## src/rtl/alu_pkg.sv

```systemverilog
// Shared definitions for the ALU command sequencer: op-codes and FSM encoding.
package alu_pkg;

    // ALU operation codes carried on cmd_op / alu_select.
    localparam logic [2:0] OP_ADD     = 3'b000;
    localparam logic [2:0] OP_SUB     = 3'b001;
    localparam logic [2:0] OP_NOT     = 3'b010;
    localparam logic [2:0] OP_AND     = 3'b011;
    localparam logic [2:0] OP_OR      = 3'b100;
    localparam logic [2:0] OP_XOR     = 3'b101;
    localparam logic [2:0] OP_CMP     = 3'b110;
    localparam logic [2:0] OP_ILLEGAL = 3'b111;

    // Sequencer states: accept a command, let the ALU settle, hold the response.
    typedef enum logic [1:0] {
        ST_IDLE = 2'b00,
        ST_EXEC = 2'b01,
        ST_RESP = 2'b10
    } state_t;

    // Every code except the reserved all-ones pattern drives a real ALU operation.
    function automatic logic is_legal(input logic [2:0] op);
        return op != OP_ILLEGAL;
    endfunction

endpackage

```

## src/rtl/alu_sequencer.sv

```systemverilog
// Sequences one command at a time through an external combinational ALU:
// registers the operands, samples the result one cycle later, holds it until
// consumed, and keeps a count of legal operations plus a sticky overflow flag.
//
// Handshakes: a transfer happens on a rising clock edge where valid and ready
// are both high. cmd_ready is high only in IDLE; rsp_valid is high only in
// RESP, and all rsp_* are stable while rsp_valid is high and rsp_ready is low.
module alu_sequencer
    import alu_pkg::*;
#(
    parameter int CNT_W = 8
) (
    input  logic             clk,
    input  logic             rst_n,
    input  logic             cmd_valid,
    output logic             cmd_ready,
    input  logic [2:0]       cmd_op,
    input  logic             cmd_c,
    input  logic [3:0]       cmd_x,
    input  logic [3:0]       cmd_y,
    output logic [2:0]       alu_select,
    output logic             alu_in_c,
    output logic [3:0]       alu_in_x,
    output logic [3:0]       alu_in_y,
    input  logic [3:0]       alu_out_s,
    input  logic             alu_out_c,
    input  logic             alu_overflow,
    output logic             rsp_valid,
    input  logic             rsp_ready,
    output logic [3:0]       rsp_s,
    output logic             rsp_c,
    output logic             rsp_zero,
    output logic             rsp_ovf,
    output logic             rsp_err,
    input  logic             clr,
    output logic             sticky_ovf,
    output logic [CNT_W-1:0] op_count,
    output state_t           state
);

    state_t state_next;
    logic   accept;
    logic   finish_exec;
    logic   legal_exec;

    // Next-state logic and handshake outputs derived from the current state.
    always_comb begin
        state_next  = state;
        cmd_ready   = 1'b0;
        rsp_valid   = 1'b0;
        accept      = 1'b0;
        finish_exec = 1'b0;
        case (state)
            ST_IDLE: begin
                cmd_ready = 1'b1;
                if (cmd_valid) begin
                    accept     = 1'b1;
                    state_next = ST_EXEC;
                end
            end
            ST_EXEC: begin
                finish_exec = 1'b1;
                state_next  = ST_RESP;
            end
            ST_RESP: begin
                rsp_valid = 1'b1;
                // Returning to IDLE costs a full cycle, so no command can be
                // taken on the same edge that the response is consumed.
                if (rsp_ready) begin
                    state_next = ST_IDLE;
                end
            end
            default: state_next = ST_IDLE;
        endcase
    end

    assign legal_exec = finish_exec && is_legal(alu_select);

    // State register; reset abandons any command in flight.
    always_ff @(posedge clk or negedge rst_n) begin
        if (!rst_n) begin
            state <= ST_IDLE;
        end else begin
            state <= state_next;
        end
    end

    // ALU drive registers: loaded only on acceptance, otherwise held.
    always_ff @(posedge clk or negedge rst_n) begin
        if (!rst_n) begin
            alu_select <= 3'b000;
            alu_in_c   <= 1'b0;
            alu_in_x   <= 4'h0;
            alu_in_y   <= 4'h0;
        end else if (accept) begin
            alu_select <= cmd_op;
            alu_in_c   <= cmd_c;
            alu_in_x   <= cmd_x;
            alu_in_y   <= cmd_y;
        end
    end

    // Response registers: captured from the ALU at the end of EXEC only, so
    // they stay frozen for the whole of RESP regardless of rsp_ready.
    always_ff @(posedge clk or negedge rst_n) begin
        if (!rst_n) begin
            rsp_s    <= 4'h0;
            rsp_c    <= 1'b0;
            rsp_zero <= 1'b0;
            rsp_ovf  <= 1'b0;
            rsp_err  <= 1'b0;
        end else if (finish_exec) begin
            if (is_legal(alu_select)) begin
                rsp_s    <= alu_out_s;
                rsp_c    <= alu_out_c;
                // Zero is computed here rather than trusted from the ALU.
                rsp_zero <= (alu_out_s == 4'h0);
                rsp_ovf  <= alu_overflow;
                rsp_err  <= 1'b0;
            end else begin
                rsp_s    <= 4'h0;
                rsp_c    <= 1'b0;
                rsp_zero <= 1'b0;
                rsp_ovf  <= 1'b0;
                rsp_err  <= 1'b1;
            end
        end
    end

    // Status counters: clr wins over a simultaneous count/overflow update.
    always_ff @(posedge clk or negedge rst_n) begin
        if (!rst_n) begin
            op_count   <= '0;
            sticky_ovf <= 1'b0;
        end else if (clr) begin
            op_count   <= '0;
            sticky_ovf <= 1'b0;
        end else if (legal_exec) begin
            op_count   <= op_count + CNT_W'(1);
            sticky_ovf <= sticky_ovf | alu_overflow;
        end
    end

endmodule

```

## config.mk

```make
export PLATFORM = sky130hd
export DESIGN_NAME = alu_sequencer
export DESIGN_NICKNAME = d
export VERILOG_FILES = /design/src/rtl/alu_pkg.sv /design/src/rtl/alu_sequencer.sv
export SDC_FILE = /design/constraint.sdc
export NUM_CORES = 1
export LEC_CHECK = 0
export CORE_MARGIN = 3
export CORE_UTILIZATION = 55
export CTS_CLUSTER_SIZE = 24
export DETAILED_ROUTE_END_ITERATION = 10
export DONT_BUFFER_PORTS = 1
export GPL_TIMING_DRIVEN = 0
export PLACE_DENSITY = 0.72
export SYNTH_ARGS = -nofsm -noshare
export SYNTH_HDL_FRONTEND = slang
export SYNTH_SLANG_ARGS = --single-unit
```

## constraint.sdc

```tcl
create_clock -name clk -period 2.8 [get_ports clk]
set_clock_uncertainty 0.05 [all_clocks]
set_input_delay 0.56 -clock clk [delete_from_list [all_inputs] [get_ports clk]]
set_output_delay 0.56 -clock clk [all_outputs]
set_load 0.05 [all_outputs]
```

Word-level counts from Yosys, hierarchy flattened
Cells that the tools add are included.
{"block": "totals", "wordCells": 41, "register_bits": 31}
{"block": "op_classes", "muxes": 17, "n_bitwise": 1, "reduce_logical": 5, "add_sub_neg": 1, "eq_ne": 5}
{"op": "$mux W8", "n": 2}
{"op": "$mux W1", "n": 11}
{"op": "$add A8 B1 Y8 const B", "n": 1}
{"op": "$pmux W2 S3", "n": 1}
{"op": "$logic_not A4 Y1", "n": 1}
{"op": "$mux W2", "n": 2}
{"op": "$mux W4", "n": 1}
{"op": "$ne A2 B2 Y1 const B", "n": 2}
{"op": "$ne A3 B3 Y1 const B", "n": 1}
{"op": "$eq A2 B1 Y1 const B", "n": 1}
{"op": "$eq A2 B2 Y1 const B", "n": 1}
{"op": "$logic_not A2 Y1", "n": 1}
{"op": "$reduce_and A2 Y1", "n": 1}
{"op": "$reduce_bool A2 Y1", "n": 1}
{"op": "$logic_and A1 B1 Y1", "n": 1}
{"op": "$or A1 B1 Y1", "n": 1}

Longest topological paths before layout
{"block": "depth", "ltp_word": 5, "ltp_mapped": 5, "ltp_nobuf": 4}

Least setup slack after synthesis
Ideal clock, no wire load.
{"block": "synth_timing", "path_type": "reg-to-reg", "startpoint": "register state[0]", "endpoint": "register alu_in_c", "required_ns": 2.625, "setup_ns": 0.125, "synth_period_minus_slack_ns": 2.339, "path_stages_with_launch": 6, "slack_ns": 0.461, "path_buffers": 2, "arrival_ns": 2.164, "path_cell_list": "dfrtp_1 > nor2_1 > and2_1 > buf_2 > buf_4 > mux2_2"}
{"block": "synth_between", "elab_chain_cells": 2}
{"item": "from (decl)", "line": "alu_sequencer.sv:38", "source": "output state_t state"}
{"item": "from (signal assigned)", "line": "alu_sequencer.sv:84", "source": "state <= state_next;"}
{"item": "$logic_not A2 Y1", "line": "alu_sequencer.sv:53", "source": "case (state)"}
{"item": "$mux W1", "line": "alu_sequencer.sv:53"}
{"item": "to (signal assigned)", "line": "alu_sequencer.sv:97", "source": "alu_in_c <= cmd_c;"}
{"item": "to (decl)", "line": "alu_sequencer.sv:22", "source": "output logic alu_in_c,"}
Every way passes these cells.
A chain may end at the register's enable or synchronous reset.

Final worst setup path
{"block": "layout_timing", "startpoint": "register state[0]", "endpoint": "register alu_select[1]"}
{"block": "layout_between", "elab_chain_cells": 2}
{"item": "$logic_not A2 Y1", "line": "alu_sequencer.sv:53"}
{"item": "$mux W1", "line": "alu_sequencer.sv:53"}
{"item": "to (signal assigned)", "line": "alu_sequencer.sv:96", "source": "alu_select <= cmd_op;"}
{"item": "to (decl)", "line": "alu_sequencer.sv:21", "source": "output logic [2:0] alu_select,"}
Every way passes these cells.

==> impl_metrics.csv <==
group,metric,value,unit
yosys,synth_seq_area_share,0.587,
cts,ctsHoldBuffers,1,
yosys,synth_adder_area_share,0.00947,
yosys,synth_warnings,0,
critical_path,end_kind,"flip-flop",
detailed_routing,drc,0,
detailed_routing,wl_per_cell,18.5,um
critical_path,crit_buf_inv,2,
power,power,1.95,mW
cts,clock_latency,310,ps
cts,cts_tree,"built",
cts,cts-root-buf,"clkbuf_4",
power,intPower,0.890,mW
detailed_routing,vias,861,
detailed_routing,ant_nets,0,
cts,h-tree-depth,2,
cts,cts_setup_buffers,0,
floorplanning,die_w,55.0,um
layout,final_common_cell,"dfrtp_1",
critical_path,reg2reg_depth,5,
yosys,synth_top_area_share,0.587,
critical_path,r2r_end,"alu_select[1]$_DFFE_PN0P_",
yosys,synth_compound_area_frac,0.0994,
yosys,synth_top_family_by_area,"simple AND/OR/NAND/NOR gates",
hold_path,hold_end,"state[1]$_DFFE_PN0P_",
timing,fin_tns_setup,0,ps
timing,hold_violations,0,
timing,slew_violations,0,
yosys,yosysUniqueCellTypes,28,
critical_path,critical_path.cell_chain,"nor2_1 > and2_1 > buf_2 > buf_4 > mux2_2",
timing,fin_crit_sh,0.871,
yosys,synthesis.area,0.00132,mm2
timing,fmax,410,MHz
layout,finalCoreUtilization,0.633,
layout,mostFrequentLayoutCells,"dfrtp_1, mux2_2, nor2_1, a22o_1",
place,dp_slack,341,ps
global_route,antenna_found_initial,0,
yosys,synth_simple_gate_area_frac,0.137,
timing,rsz0062_at_grt,"false",
detailed_routing,drtIter0Drc,13,
global_route,grt_overflow,0,
global_route,grt_usage,0.184,
critical_path,worstPathMaxFanout,10,
layout,final_cells,142,
timing,period_minus_slack,2440,ps
detailed_routing,drt_wl_total,2.63,mm
layout,drive_gt1_frac,0.219,
outcome,status,"finished clean",
yosys,synth_xor_xnor_area_share,0,
place,hpwl,1.91,mm
critical_path,worst-r2r-setup-slack,360,ps
place,port_buffers,0,
floorplanning,die_y,55.0,um
yosys,avgSynthCellArea,12.5,um2
run,maxCapViolations,0,
global_route,grt_pass1_vias,845,
power,seq_power_share,0.668,
layout,syn_to_final_growth,8.05,%
critical_path,critPathLaunchType,"flip-flop",
hold_path,hp-class,"input pin to flip-flop",
power,clock_power_share,0.112,
layout,fill_cells,181,
place,place_inst,134,
cts,cts_buffers,5,
place,postPlaceCellArea,0.00136,mm2
power,p_per_area,1370,mW/mm2
layout,multi_input_area,494,um2
timing,relSlewSlack,0.382,
layout,num_antenna_cells,0,
power,combPwrFrac,0.221,
power,p_leak,0.621,nW
global_route,grt_max_degree,32,
yosys,yosys-top-cells-area,"dfrtp_1, mux2_2, a22o_1, mux2_1, nor2_1",
power,switchingPower,1.06,mW
global_route,grt_first_pass_wirelength,3.84,mm
critical_path,cp_data_arrival_time,2580,ps
cts,post_cts_resized,0,
hold_path,hold_depth,1,
critical_path,cp_slowest_cell,"nor2_1",
critical_path,crit_required,2940,ps
detailed_routing,vias_per_cell,6.06,
timing,worst_pin_slew,924,ps
floorplanning,start_util,0.586,
layout,final_area,0.00143,mm2
cts,clk_pin_slew,80,ps
floorplanning,ios,56,
critical_path,crit_type,"flip-flop to flip-flop",
timing,fin_ws,360,ps
power,peakVddDrop,0.952,mV
floorplanning,core-area,0.00225,mm2
critical_path,r2r-start,"state[0]$_DFFE_PN0P_",
detailed_routing,dr.pass1.iters,4,
yosys,ys_ff_latch,31,
place,globalplace.congestion,0.733,
timing,hold_ws,310,ps
floorplanning,std_cell_rows,17,
cts,cts.sinks,31,
layout,fin_nets,139,
yosys,yosysTopAreaCell,"dfrtp_1",
floorplanning,dieArea,0.00303,mm2
yosys,synth_mux_area_frac,0.128,
critical_path,critPathTopFamily,"simple AND/OR/NAND/NOR gates",
layout,seq_area,776,um2
yosys,synthCells,106,
power,sw_frac_of_total,0.544,
timing,finalSetupViolations,0,
yosys,synth_fp_nets,130,
critical_path,cp_slowest_stage_delay,800,ps
cts,cts_buffer_depth,2,
hold_path,min_from,"rsp_ready",
[cells in the mapped netlist (all sizes together)]
| cell | n |
|---|---|
| mux2 | 15 |
| nor4 | 4 |
| a31oi | 1 |
| ha | 1 |
| nor2b | 3 |
| clkbuf | 1 |
| or2b | 1 |
| a21oi | 5 |
| buf | 5 |
| nand4 | 3 |
| dfrtp | 31 |
| o21ai | 3 |
| nand3 | 5 |
| and2 | 1 |
| a31o | 1 |
| o31ai | 2 |
| and2b | 1 |
| nand2 | 1 |
| a22o | 7 |
| or4 | 2 |
| and3 | 1 |
| nor2 | 8 |
| nand2b | 1 |
| or3 | 1 |
| inv | 2 |
[layout make-up]
type / count / share of cell area
Inverter: 2 / 0.00526
Sequential cell: 31 / 0.543
Clock buffer: 6 / 0.0289
Multi-Input combinational cell: 67 / 0.346
Tap cell: 28 / 0.0245
Timing Repair Buffer: 2 / 0.0210
Buffer: 6 / 0.0307
[logic make-up after synthesis]
| family | after synthesis |
|---|---|
| AO/OA/AOI/OAI | 19 |
| flip-flops | 31 |
| buffers and inverters | 8 |
| adder cells (fa/ha/maj) | 1 |
| multiplexers | 15 |
| AND/OR/NAND/NOR | 32 |
[flip-flops by register name, indices dropped and copies added, names as in the netlist]
signal,flops
rsp_c,1
op_count,8
rsp_zero,1
rsp_ovf,1
alu_select,3
state,2
alu_in_c,1
alu_in_y,4
sticky_ovf,1
rsp_s,4
rsp_err,1
alu_in_x,4
[worst max-delay path by stage]
stage	start	endpoint	slack, ps	depth (start not counted)
CTS	state[0]$_DFFE_PN0P_	alu_select[1]$_DFFE_PN0P_	330	5
global placement	state[0]$_DFFE_PN0P_	alu_select[1]$_DFFE_PN0P_	380	5
finish	state[0]$_DFFE_PN0P_	alu_select[1]$_DFFE_PN0P_	360	5
floorplan	state[0]$_DFFE_PN0P_	alu_in_c$_DFFE_PN0P_	460	5
global route	state[0]$_DFFE_PN0P_	alu_select[1]$_DFFE_PN0P_	260	5
detailed placement	state[0]$_DFFE_PN0P_	alu_select[1]$_DFFE_PN0P_	340	5
[power groups by stage]
stage	combinational, mW	sequential [mW]	clock (mW)
floorplan	0.367	1.28	0
global placement	0.400	1.31	0
detailed placement	0.419	1.32	0
CTS	0.432	1.31	0.227
global route	0.469	1.33	0.246
finish	0.431	1.30	0.218
[layer usage]
layer / global-route usage / share of wire
met5: 0 / 0
met4: 0.0850 / 0.0049
met3: 0.0804 / 0.079
met2: 0.293 / 0.50
met1: 0.213 / 0.41
Note: power is estimated with default switching activity, not from simulation.
